## src/rtl/dmem_access_ctrl_pkg.sv

```systemverilog
// dmem_access_ctrl_pkg: shared widths, state encodings and timeout default
package dmem_access_ctrl_pkg;
  localparam int CPU_W = 32;
  localparam int TIMEOUT_DEFAULT = 255;
  typedef enum logic [1:0] {
    ST_IDLE = 2'd0,
    ST_REQ  = 2'd1,
    ST_RSP  = 2'd2,
    ST_DONE = 2'd3
  } dmem_st_e;
endpackage

```

## src/rtl/dmem_access_ctrl_if.sv

```systemverilog
// dmem_access_ctrl_if: external data bus with request/grant and response-valid handshake
interface dmem_access_ctrl_if;
  import dmem_access_ctrl_pkg::*;
  logic             bus_req_o;
  logic             bus_we_o;
  logic [CPU_W-1:0] bus_addr_o;
  logic [CPU_W-1:0] bus_wdata_o;
  logic             bus_gnt_i;
  logic             bus_rvalid_i;
  logic [CPU_W-1:0] bus_rdata_i;
  modport master (
    output bus_req_o, bus_we_o, bus_addr_o, bus_wdata_o,
    input  bus_gnt_i, bus_rvalid_i, bus_rdata_i
  );
  modport slave (
    input  bus_req_o, bus_we_o, bus_addr_o, bus_wdata_o,
    output bus_gnt_i, bus_rvalid_i, bus_rdata_i
  );
endinterface

```

## src/rtl/dmem_timeout_cnt.sv

```systemverilog
// dmem_timeout_cnt: clearable, enabled wait counter with terminal-count flag
module dmem_timeout_cnt #(
  parameter int TO_WIDTH = 16,
  parameter logic [TO_WIDTH-1:0] TERM = '1
) (
  input  logic clk,
  input  logic rst,
  input  logic clr,
  input  logic en,
  output logic tc
);
  logic [TO_WIDTH-1:0] cnt;
  always_ff @(posedge clk)
    cnt <= (rst || clr) ? '0 : en ? cnt + 1'b1 : cnt;
  assign tc = cnt == TERM;
endmodule

```

## src/rtl/dmem_access_ctrl.sv

```systemverilog
// dmem_access_ctrl: runs one word-level memory request on the external bus,
// stalls the pipeline while it is outstanding and flags bus timeouts
module dmem_access_ctrl
  import dmem_access_ctrl_pkg::*;
#(
  parameter int CPU_WIDTH   = CPU_W,
  parameter int TIMEOUT_CYC = TIMEOUT_DEFAULT,
  parameter int TO_WIDTH    = 16
) (
  input  logic                 clk,
  input  logic                 rst,
  input  logic                 mem_req_i,
  input  logic                 mem_wr_en_i,
  input  logic [CPU_WIDTH-1:0] mem_addr_i,
  input  logic [CPU_WIDTH-1:0] mem_wdata_i,
  output logic [CPU_WIDTH-1:0] mem_rdata_o,
  output logic                 access_hold_o,
  output logic                 access_err_o,
  dmem_access_ctrl_if.master   bus
);
  dmem_st_e st, nxt;
  logic [CPU_WIDTH-1:0] addr_q, wdata_q;
  logic we_q, tc, done_ok, abort;
  always_ff @(posedge clk)
    st <= rst ? ST_IDLE : nxt;
  always_comb begin
    done_ok = (st == ST_REQ && bus.bus_gnt_i && bus.bus_rvalid_i) || (st == ST_RSP && bus.bus_rvalid_i);
    abort = tc && ((st == ST_REQ && !bus.bus_gnt_i) || (st == ST_RSP && !bus.bus_rvalid_i));
    nxt = st == ST_IDLE ? (mem_req_i ? ST_REQ : ST_IDLE)
        : st == ST_DONE ? ST_IDLE
        : (done_ok || abort) ? ST_DONE
        : (st == ST_REQ && bus.bus_gnt_i) ? ST_RSP : st;
    access_hold_o = st == ST_IDLE ? mem_req_i : st != ST_DONE;
    bus.bus_req_o = st == ST_REQ;
  end
  assign bus.bus_we_o    = we_q;
  assign bus.bus_addr_o  = addr_q;
  assign bus.bus_wdata_o = wdata_q;
  always_ff @(posedge clk)
    if (rst) begin
      addr_q <= '0;
      wdata_q <= '0;
      we_q <= 1'b0;
      mem_rdata_o <= '0;
      access_err_o <= 1'b0;
    end else begin
      access_err_o <= abort;
      if (st == ST_IDLE && mem_req_i) begin
        addr_q <= {mem_addr_i[CPU_WIDTH-1:2], 2'b00};
        wdata_q <= mem_wdata_i;
        we_q <= mem_wr_en_i;
      end
      // writes complete on rvalid but must not disturb the last read word
      if (abort) mem_rdata_o <= '0;
      else if (done_ok && !we_q) mem_rdata_o <= bus.bus_rdata_i;
    end
  dmem_timeout_cnt #(
    .TO_WIDTH(TO_WIDTH),
    .TERM(TO_WIDTH'(TIMEOUT_CYC - 1))
  ) u_cnt (
    .clk(clk),
    .rst(rst),
    .clr(st != nxt),
    .en(st == ST_REQ || st == ST_RSP),
    .tc(tc)
  );
endmodule

```

## src/flat_wrapper.sv

```systemverilog
// flat-port wrapper written by rule: the top's interface ports become plain ports
module dmem_access_ctrl_flat import dmem_access_ctrl_pkg::*;
#(
  parameter int CPU_WIDTH   = CPU_W,
  parameter int TIMEOUT_CYC = TIMEOUT_DEFAULT,
  parameter int TO_WIDTH    = 16
)
  (clk, rst, mem_req_i, mem_wr_en_i, mem_addr_i, mem_wdata_i, mem_rdata_o, access_hold_o, access_err_o, bus_bus_req_o, bus_bus_we_o, bus_bus_addr_o, bus_bus_wdata_o, bus_bus_gnt_i, bus_bus_rvalid_i, bus_bus_rdata_i);
  dmem_access_ctrl_if bus_i ();
  input  logic clk;
  input  logic rst;
  input  logic mem_req_i;
  input  logic mem_wr_en_i;
  input  logic [CPU_WIDTH-1:0] mem_addr_i;
  input  logic [CPU_WIDTH-1:0] mem_wdata_i;
  output logic [CPU_WIDTH-1:0] mem_rdata_o;
  output logic access_hold_o;
  output logic access_err_o;
  output wire logic [$bits(bus_i.bus_req_o)-1:0] bus_bus_req_o;
  output wire logic [$bits(bus_i.bus_we_o)-1:0] bus_bus_we_o;
  output wire logic [$bits(bus_i.bus_addr_o)-1:0] bus_bus_addr_o;
  output wire logic [$bits(bus_i.bus_wdata_o)-1:0] bus_bus_wdata_o;
  input wire logic [$bits(bus_i.bus_gnt_i)-1:0] bus_bus_gnt_i;
  input wire logic [$bits(bus_i.bus_rvalid_i)-1:0] bus_bus_rvalid_i;
  input wire logic [$bits(bus_i.bus_rdata_i)-1:0] bus_bus_rdata_i;
  assign bus_bus_req_o = bus_i.bus_req_o;
  assign bus_bus_we_o = bus_i.bus_we_o;
  assign bus_bus_addr_o = bus_i.bus_addr_o;
  assign bus_bus_wdata_o = bus_i.bus_wdata_o;
  assign bus_i.bus_gnt_i = bus_bus_gnt_i;
  assign bus_i.bus_rvalid_i = bus_bus_rvalid_i;
  assign bus_i.bus_rdata_i = bus_bus_rdata_i;
  dmem_access_ctrl #(.CPU_WIDTH(CPU_WIDTH), .TIMEOUT_CYC(TIMEOUT_CYC), .TO_WIDTH(TO_WIDTH)) u_core (.clk(clk), .rst(rst), .mem_req_i(mem_req_i), .mem_wr_en_i(mem_wr_en_i), .mem_addr_i(mem_addr_i), .mem_wdata_i(mem_wdata_i), .mem_rdata_o(mem_rdata_o), .access_hold_o(access_hold_o), .access_err_o(access_err_o), .bus(bus_i));
endmodule
```

## config.mk

```make
export PLATFORM = sky130hd
export DESIGN_NAME = dmem_access_ctrl_flat
export DESIGN_NICKNAME = d
export VERILOG_FILES = /design/src/rtl/dmem_access_ctrl_pkg.sv /design/src/rtl/dmem_access_ctrl_if.sv /design/src/rtl/dmem_timeout_cnt.sv /design/src/rtl/dmem_access_ctrl.sv /design/src/flat_wrapper.sv
export SDC_FILE = /design/constraint.sdc
export NUM_CORES = 1
export LEC_CHECK = 0
export CAP_MARGIN = 5
export CORE_AREA = 5 5 105 107
export CTS_CLUSTER_DIAMETER = 30
export DETAILED_ROUTE_END_ITERATION = 10
export DIE_AREA = 0 0 110 112
export GPL_TIMING_DRIVEN = 0
export PLACE_DENSITY = 0.84
export SLEW_MARGIN = 20
export SYNTH_ARGS = -nofsm -noshare
export SYNTH_HDL_FRONTEND = slang
export SYNTH_SLANG_ARGS = --single-unit
```

## constraint.sdc

```tcl
create_clock -name clk -period 4.72 [get_ports clk]
set_input_delay 0.472 -clock clk [delete_from_list [all_inputs] [get_ports clk]]
set_output_delay 0.472 -clock clk [all_outputs]
set_load 0.01 [all_outputs]
```

== After elaboration in Yosys (flattened, before gate mapping) ==
Index checks and enable logic that the tools add are counted.
Word-level totals
  register bits after elaboration: 114
  input bits: 102
  logic and storage cells: 38
Cells by class
  add/subtract/negate cells: 1
  eq/ne operators: 6
  multiplexer cells: 6
  reduce and logical (&&, ||, !) cells: 18
Operators with widths (number)
  adder 16 x 1 -> 16 bit, second input constant: 1
  == test 16 x 8 -> 1 bit, second input constant: 1
  logical AND 1 bit: 8
  2-to-1 mux 2 bit: 4
  logical OR 1 bit: 5
  == test 2 bit, second input constant: 2
  logical NOT 1 bit: 3
  == test 2 x 1 -> 1 bit, second input constant: 1
  logical NOT 2 bit: 1
  2-to-1 mux 1 bit: 2
  inequality test 2 bit: 1
  inequality test 2 bit, second input constant: 1
  OR reduction 2 bit: 1

== Logic depth before layout (Yosys ltp) ==
Gate-level depths: netlist of run 1.
  depth in word-level cells: 10
  gate-level depth with buffers: 9
  mapped depth without buffers: 7

== Cells and area by module ==
From an unflattened synthesis of run 1, not the netlist that was laid out.
Unflattened totals
  cell total of the unflattened synthesis: 540
  area total of the unflattened synthesis: 4317.9 sq um
Modules (own cells, without submodules)
  dmem_access_ctrl: instances 1, cells each 449, area each 3543.4 sq um
  dmem_timeout_cnt: instances 1, cells each 91, area each 774.5 sq um

== Worst setup path after synthesis of run 1 ==
No wires, ideal clock.
  path type: reg-to-reg
  start: reg u_core.st[0]
  end: reg u_core.u_cnt.cnt[10]
  library setup time: 115 ps
  arrival: 1983 ps
  required time: 4605 ps
  path slack: 2623 ps
  stages on the path, launching flop included: 10
  path buffers: 2
  path through: dfxtp_1 -> inv_1 -> ha_1 -> nand2_1 -> clkbuf_1 -> nand2_1 -> a22oi_2 -> mux2i_2 -> buf_6 -> nor2_1
Between the ends
  cells in the longest elaborated chain, start to end: 10
  elaborated cells between the ends (all ways): 20
  those cells by class: eq/ne (4); mux (4); reduce/logical (12)
Ends and longest elaborated chain
  from (decl): RTL line dmem_access_ctrl.sv:21  | dmem_st_e st, nxt;
  from (signal assigned): RTL line dmem_access_ctrl.sv:25  | st <= rst ? ST_IDLE : nxt;
  == test 2 x 1 -> 1 bit or == test 2 bit (tied branches)
  logical AND 1 bit (on tied branches): RTL line dmem_access_ctrl.sv:27, dmem_access_ctrl.sv:32, dmem_access_ctrl.sv:28
  logical AND 1 bit or logical OR 1 bit (tied branches): RTL line dmem_access_ctrl.sv:27, dmem_access_ctrl.sv:28
  logical OR 1 bit or logical AND 1 bit (tied branches): RTL line dmem_access_ctrl.sv:27, dmem_access_ctrl.sv:28
  logical OR 1 bit: RTL line dmem_access_ctrl.sv:31  | : (done_ok || abort) ? ST_DONE
  2-to-1 mux 2 bit: RTL line dmem_access_ctrl.sv:31
  2-to-1 mux 2 bit: RTL line dmem_access_ctrl.sv:30  | : st == ST_DONE ? ST_IDLE
  2-to-1 mux 2 bit: RTL line dmem_access_ctrl.sv:29  | nxt = st == ST_IDLE ? (mem_req_i ? ST_REQ : ST_IDLE)
  inequality test 2 bit: RTL line dmem_access_ctrl.sv:63  | .clr(st != nxt),
  logical OR 1 bit: RTL line dmem_timeout_cnt.sv:14  | cnt <= (rst || clr) ? '0 : en ? cnt + 1'b1 : cnt;
  to (signal assigned): RTL line dmem_timeout_cnt.sv:14
  to (decl): RTL line dmem_timeout_cnt.sv:12  | logic [TO_WIDTH-1:0] cnt;
Parallel ways exist; a longest one is shown, timed or not.
A chain may end at the register's enable or synchronous reset.

== Worst setup path after layout of run 1 ==
  start: reg u_core.st[0]
  end: out access_hold_o
Between the ends
  cells in the longest elaborated chain, start to end: 2
  elaborated cells between the ends (all ways): 3
  those cells by class: eq/ne (1); mux (1); reduce/logical (1)
Ends and longest elaborated chain
  inequality test 2 bit or logical NOT 2 bit (tied branches): RTL line dmem_access_ctrl.sv:33  | access_hold_o = st == ST_IDLE ? mem_req_i : st != ST_DONE;
  2-to-1 mux 1 bit (*): RTL line dmem_access_ctrl.sv:33
  to (decl): RTL line flat_wrapper.sv:17  | output logic access_hold_o;
Mark *: on every way between the ends. The rest lies on a longest branch, timed or not.

==> results.ini, run 1 <==
[power_and_ir_drop]
p_comb_frac = 0.130
power.switching_w = 0.000592
clockPowerShare = 0.471
leakagePower_nw = 2.51
power_switching_share = 0.229
power_frac_seq = 0.399
power_report.internal_total_w = 0.00199
peakVddDrop_uv = 220
fin_total_pwr_w = 0.00258
powerDensity_nw_per_um2 = 372

[sta]
fin_crit_sh = 0.638
timing.final.setup_violations = 0
slew_violations = 0
hold_viol = 0
fin_crit_ps = 3010
achievable-frequency_mhz = 332
rsz0062_at_grt = no
maxSlewHeadroom = 0.629
fin_worst_skew_ps = 4.41
total_negative_slack_ps = 0
hold_slack_ps = 452
post-route-worst-setup-slack_ps = 1710
worstMarginPinSlew_ps = 552

[place]
place_hpwl_um = 10000
port-buffer-count = 196
gp_routability_congestion = 0.853
pre_cts_ws_ps = 1940

[floorplan]
floorplan.die_area_um2 = 12300
core_area_um2 = 10000
io-pin-count = 202
placement_rows = 37
initial_utilization = 0.423
floorplan.die.height_um = 112
die_x_um = 110

[synthesis]
yosys.cell_count.top_type = sky130_fd_sc_hd__nand2_1
yosysTopAreaCell = sky130_fd_sc_hd__dfxtp_1
post_synth_inst_count = 534
synth-seq-cells = 114
syn_area_per_cell_um2 = 7.96
synth_compound_area_frac = 0.129
synth-xor-area-share = 0.0309
area_of_the_mapped_netlist_um2 = 4250
netlist.area_leader.share = 0.537
synthArstFlopShare = 0
synth_simple_gate_area_share = 0.239
yosysSeqAreaShare = 0.537
synth_top_family_by_area = simple AND/OR/NAND/NOR gates
yosys_most_used_dff = sky130_fd_sc_hd__dfxtp_1
yosys-top-cells-area = sky130_fd_sc_hd__dfxtp_1 (54%), sky130_fd_sc_hd__nand2_1 (18%), sky130_fd_sc_hd__a21oi_1 (11%), sky130_fd_sc_hd__xnor2_1 (2.5%), sky130_fd_sc_hd__clkbuf_1 (2.4%)
yosys-mux-area-fraction = 0.00324
share_of_synthesized_cell_area_in_full_adder_half_adder_and_majority_cells = 0.0177
synthTopCellsByCount = sky130_fd_sc_hd__nand2_1 (200), sky130_fd_sc_hd__dfxtp_1 (114), sky130_fd_sc_hd__a21oi_1 (97)
synth_edf_count = 0
yosys_synthesis_warning_count = 0
post_synth_num_cell_types = 32

[clock_network]
cts.clk_slew.worst_paths_ps = 50
clock_latency_reported_for_the_late_side_of_the_worst_skew_pair_ps = 510
ctsLongestPathBuffers = 2
cts_resized = 0
post-cts-setup-buffers = 0
clock_tree.htree_level_count = 4
tritoncts = yes
cts-hold-fix-buffers = 0
sink_count = 114
root_buffer = sky130_fd_sc_hd__clkbuf_8
cts_buffers = 17

[layout]
layout-area-overhead-vs-synth_pct = 63.5
finalNetCount = 858
n_antenna_cell = 0
drive_above_1_share = 0.0525

[critical_path]
r2r_start = u_core.st[0]
timing.critical_path.required_ps = 4250
crit_fanout = 10
endpoint_kind = primary output
cp.arrival_ps = 2540
start_kind = flip-flop
cp-startpoint = u_core.st[0]
crit_type = reg -> out

[global_route]
grtUsageTotal = 0.215
largest_net_degree_at_the_start_of_global_routing = 17
wire_length_of_the_first_global_routing_pass_um = 20400
total_congestion_overflow_after_global_routing = 0
grt_antenna_before_repair = 0
vias_in_the_first_global_route = 4244

[drt]
wirelength_um = 13500
wl_per_cell_um = 15.1
drc = 0
drt-pass1-iter-count = 5
vias_per_cell = 4.80
first_iter_violations = 257
routed-via-count = 4313
route.antenna.remaining_nets = 0

[hold_path]
hp-class = reg -> reg
min-delay-start = u_core.mem_rdata_o[8]

[outcome]
run_status = finished, final reports clean

[run]
timing.max_cap.violations = 0

[placed cells by master (no fill, tap or decap), types with 2 or more instances in the layout]
cell and instances:
sky130_fd_sc_hd__nand3_1 4, sky130_fd_sc_hd__a21oi_1 97, sky130_fd_sc_hd__and2_1 2, sky130_fd_sc_hd__nand4_1 2
sky130_fd_sc_hd__clkinv_2 3, sky130_fd_sc_hd__and3_1 2, sky130_fd_sc_hd__clkbuf_1 32, sky130_fd_sc_hd__bufinv_16 2
sky130_fd_sc_hd__a221oi_1 2, sky130_fd_sc_hd__clkbuf_8 5, sky130_fd_sc_hd__ha_1 6, sky130_fd_sc_hd__nand2_1 200
sky130_fd_sc_hd__clkbuf_16 16, sky130_fd_sc_hd__xnor2_1 12, sky130_fd_sc_hd__buf_1 3, sky130_fd_sc_hd__nor3_1 4
sky130_fd_sc_hd__conb_1 2, sky130_fd_sc_hd__inv_1 7, sky130_fd_sc_hd__or2_2 2, sky130_fd_sc_hd__xor2_1 3
sky130_fd_sc_hd__buf_2 3, sky130_fd_sc_hd__nor2_1 25, sky130_fd_sc_hd__buf_4 2, sky130_fd_sc_hd__dfxtp_1 114
sky130_fd_sc_hd__a211oi_1 3, sky130_fd_sc_hd__nand2b_1 3, sky130_fd_sc_hd__clkdlybuf4s50_1 196
[final cells by class]
cell class / instances / area, um^2
multi-input cells: 378 / 1790
well taps: 136 / 170
fillers: 813 / 3100
clock buffers: 26 / 488
flip-flops and latches: 114 / 2280
repair buffers: 196 / 1960
plain buffers: 36 / 154
clock inverters: 5 / 75.1
inverters: 7 / 26.3
[critical path, stage by stage (launching register included)]
cell	delay, ps
sky130_fd_sc_hd__dfxtp_1	400
sky130_fd_sc_hd__inv_1	110
sky130_fd_sc_hd__ha_1	220
sky130_fd_sc_hd__nand2_1	120
sky130_fd_sc_hd__clkbuf_1	440
sky130_fd_sc_hd__nand2_1	200
sky130_fd_sc_hd__clkdlybuf4s50_1	540
[worst paths after layout]
path,cells after the start,to,slack (ps)
setup / recovery,6,access_hold_o,1710
hold / removal,2,u_core.mem_rdata_o[8],450
hold reg to reg,2,u_core.mem_rdata_o[8],450
setup reg to reg,9,u_core.u_cnt.cnt[9],2110
[logic make-up after synthesis]
kind of cell,Yosys count
flip-flops,114
multiplexers,1
buffers and inverters,43
other,1
XOR/XNOR,15
AND/OR/NAND/NOR,250
adder cells (fa/ha/maj),6
AO/OA/AOI/OAI,104
[state kept, by name, indices dropped and copies added (netlist names)]
signal and flops:
u_core.st 2, u_core.bus.bus_we_o 1, u_core.bus.bus_wdata_o 32, u_core.access_err_o 1
u_core.u_cnt.cnt 16, u_core.bus.bus_addr_o 30, u_core.mem_rdata_o 32
[layer usage]
| metal | track usage | vias to the layer above | part of all wire |
|---|---|---|---|
| met2 | 0.372 | 164 | 0.51 |
| met1 | 0.228 | 1960 | 0.39 |
| met4 | 0.0998 | 0 | 0.030 |
| li1 | - | 2157 | - |
| met3 | 0.0765 | 32 | 0.075 |
| met5 | 0 | - | 0 |
[stage by stage]
step	instances	util	area, um^2
floorplan	535	-	4250
global placement	867	0.636	6390
detailed placement	867	0.636	6390
CTS	898	0.692	6950
global route	898	0.692	6950
finish	898	0.692	6950
[power by group through the flow]
stage	clock, W	combinational [W]	sequential (W)
2_1_floorplan	0	0.000112	0.00107
3_3_place_gp	0	0.000326	0.00105
3_5_place_dp	0	0.000334	0.00105
4_1_cts	0.00124	0.000337	0.00103
5_1_grt	0.00129	0.000362	0.00104
6_report	0.00122	0.000335	0.00103
No activity file was read; power rests on OpenSTA's default activity.
==> run 2: changes to the inputs <==
- CORE_AREA: 5 5 105 107 -> 5 5 114 116
- DIE_AREA: 0 0 110 112 -> 0 0 119 121
- PLACE_DENSITY: 0.84 -> 0.75
- clock period: 4.72 -> 2.7 ns (I/O delays scaled with it)
==> results.ini, run 2 (synthesis gave the netlist of run 1 again) <==
[layout]
drive_above_1_share = 0.0590
layout-area-overhead-vs-synth_pct = 63.8
finalNetCount = 858
n_antenna_cell = 0
layout.filler_cells = 1041
fin_util = 0.590
final_common_cell = sky130_fd_sc_hd__nand2_1
layout.cells.most_common_list = sky130_fd_sc_hd__nand2_1 (200), sky130_fd_sc_hd__clkdlybuf4s50_1 (196), sky130_fd_sc_hd__dfxtp_1 (114), sky130_fd_sc_hd__a21oi_1 (97), sky130_fd_sc_hd__clkbuf_1 (28)

[drt]
wl_per_cell_um = 14.4
drc = 0
vias_per_cell = 4.70
routed-via-count = 4276
first_iter_violations = 242
route.antenna.remaining_nets = 0
drt-pass1-iter-count = 5
wirelength_um = 13100

[place]
gp_routability_congestion = 0.804
pre_cts_ws_ps = 24.2
place_hpwl_um = 9950
port-buffer-count = 196

[outcome]
run_status = finished, final reports clean

[power_and_ir_drop]
leakagePower_nw = 2.51
clockPowerShare = 0.471
powerDensity_nw_per_um2 = 647
peakVddDrop_uv = 293
power.switching_w = 0.00106
fin_total_pwr_w = 0.00451
power_report.internal_total_w = 0.00345
p_comb_frac = 0.130
power_frac_seq = 0.399
power_switching_share = 0.235

[clock_network]
cts_buffers = 17
clock_latency_reported_for_the_late_side_of_the_worst_skew_pair_ps = 400
sink_count = 114
cts-hold-fix-buffers = 0
root_buffer = sky130_fd_sc_hd__clkbuf_16
clock_tree.htree_level_count = 4
cts.clk_slew.worst_paths_ps = 50
post-cts-setup-buffers = 0
tritoncts = yes
ctsLongestPathBuffers = 2
cts_resized = 1

[hold_path]
hold_depth = 3
min_delay_worst_endpoint = u_core.bus.bus_wdata_o[6]
min-delay-start = mem_wdata_i[6]
hp-class = in -> reg

[critical_path]
crit_fanout = 10
r2r_start = u_core.st[0]
timing.critical_path.required_ps = 2430
worstPathBufferInverterCount = 3
start_kind = flip-flop
timing.critical_path.max_delay_family = buffers and inverters
cp.arrival_ps = 2250
crit_slowest_cell = sky130_fd_sc_hd__clkdlybuf4s50_1
worstReg2RegEnd = u_core.u_cnt.cnt[11]
endpoint_kind = primary output
reg2reg_depth = 9
cp_slowest_stage_delay_ps = 520
worst-r2r-setup-slack_ps = 290
crit_type = reg -> out
path_cells = inv_1 -> ha_1 -> nand2_1 -> clkbuf_2 -> nand2_1 -> clkdlybuf4s50_1
worst_path_most_repeated_cell = sky130_fd_sc_hd__nand2_1

[sta]
hold_viol = 0
post-route-worst-setup-slack_ps = 183
maxSlewHeadroom = 0.592
fin_crit_ps = 2520
hold_slack_ps = 419
rsz0062_at_grt = no
total_negative_slack_ps = 0
achievable-frequency_mhz = 397
worstMarginPinSlew_ps = 612
fin_crit_sh = 0.932
slew_violations = 0
timing.final.setup_violations = 0
fin_worst_skew_ps = 7.20

[floorplan]
placement_rows = 40
die_x_um = 119
core_area_um2 = 11800
floorplan.die.height_um = 121
initial_utilization = 0.360
floorplan.die_area_um2 = 14400
io-pin-count = 202

[run]
timing.max_cap.violations = 0

[global_route]
total_congestion_overflow_after_global_routing = 0
vias_in_the_first_global_route = 4271
grt_antenna_before_repair = 0
largest_net_degree_at_the_start_of_global_routing = 17
wire_length_of_the_first_global_routing_pass_um = 20600
grtUsageTotal = 0.177

-- run 2: worst max-delay path by stage --
stage	cells past startpoint	start	slack [ps]	to
global placement	8	mem_req_i	130	u_core.u_cnt.cnt[14]
CTS	6	u_core.st[0]	150	access_hold_o
global route	6	u_core.st[0]	60	access_hold_o
detailed placement	9	u_core.st[0]	20	u_core.u_cnt.cnt[12]
finish	6	u_core.st[0]	180	access_hold_o
floorplan	9	u_core.st[0]	600	u_core.u_cnt.cnt[15]
-- run 2: worst reg2reg max path, cell delays in order (launching register included) --
cell and delay (ps):
sky130_fd_sc_hd__dfxtp_1 420, sky130_fd_sc_hd__inv_1 120, sky130_fd_sc_hd__ha_1 230, sky130_fd_sc_hd__nand2_1 110
sky130_fd_sc_hd__clkbuf_2 290, sky130_fd_sc_hd__nand2_1 160, sky130_fd_sc_hd__a22oi_2 250, sky130_fd_sc_hd__mux2i_2 470
sky130_fd_sc_hd__buf_6 210, sky130_fd_sc_hd__nor2_1 60
-- run 2: cell type report --
class                           count  area [um^2]  area share
Sequential cell                   114         2280       0.328
Timing Repair Buffer              196         1960       0.282
Multi-Input combinational cell    378         1790       0.257
Clock buffer                       20          447      0.0642
Tap cell                          147          184      0.0264
Buffer                             36          155      0.0223
Clock inverter                     12          115      0.0165
Inverter                            7         26.3     0.00377
-- run 2: layer usage --
| metal | part of all wire | vias up | track usage |
|---|---|---|---|
| li1 | - | 2152 | - |
| met1 | 0.41 | 1943 | 0.195 |
| met2 | 0.49 | 151 | 0.303 |
| met3 | 0.072 | 30 | 0.0611 |
| met4 | 0.032 | 0 | 0.0905 |
| met5 | 0 | - | 0 |
-- run 2: stage by stage --
| step | instances | instance area, um^2 |
|---|---|---|
| 2_1_floorplan | 535 | 4250 |
| 3_3_place_gp | 878 | 6400 |
| 3_5_place_dp | 878 | 6400 |
| 4_1_cts | 910 | 6960 |
| 5_1_grt | 910 | 6960 |
| 6_report | 910 | 6960 |
-- run 2: power by group through the flow --
| stage | sequential, W | clock [W] | combinational, W |
|---|---|---|---|
| 2_1_floorplan | 0.00187 | 0 | 0.000195 |
| 3_3_place_gp | 0.00183 | 0 | 0.000573 |
| 3_5_place_dp | 0.00184 | 0 | 0.000585 |
| 4_1_cts | 0.00180 | 0.00216 | 0.000590 |
| 5_1_grt | 0.00181 | 0.00225 | 0.000635 |
| 6_report | 0.00180 | 0.00212 | 0.000584 |
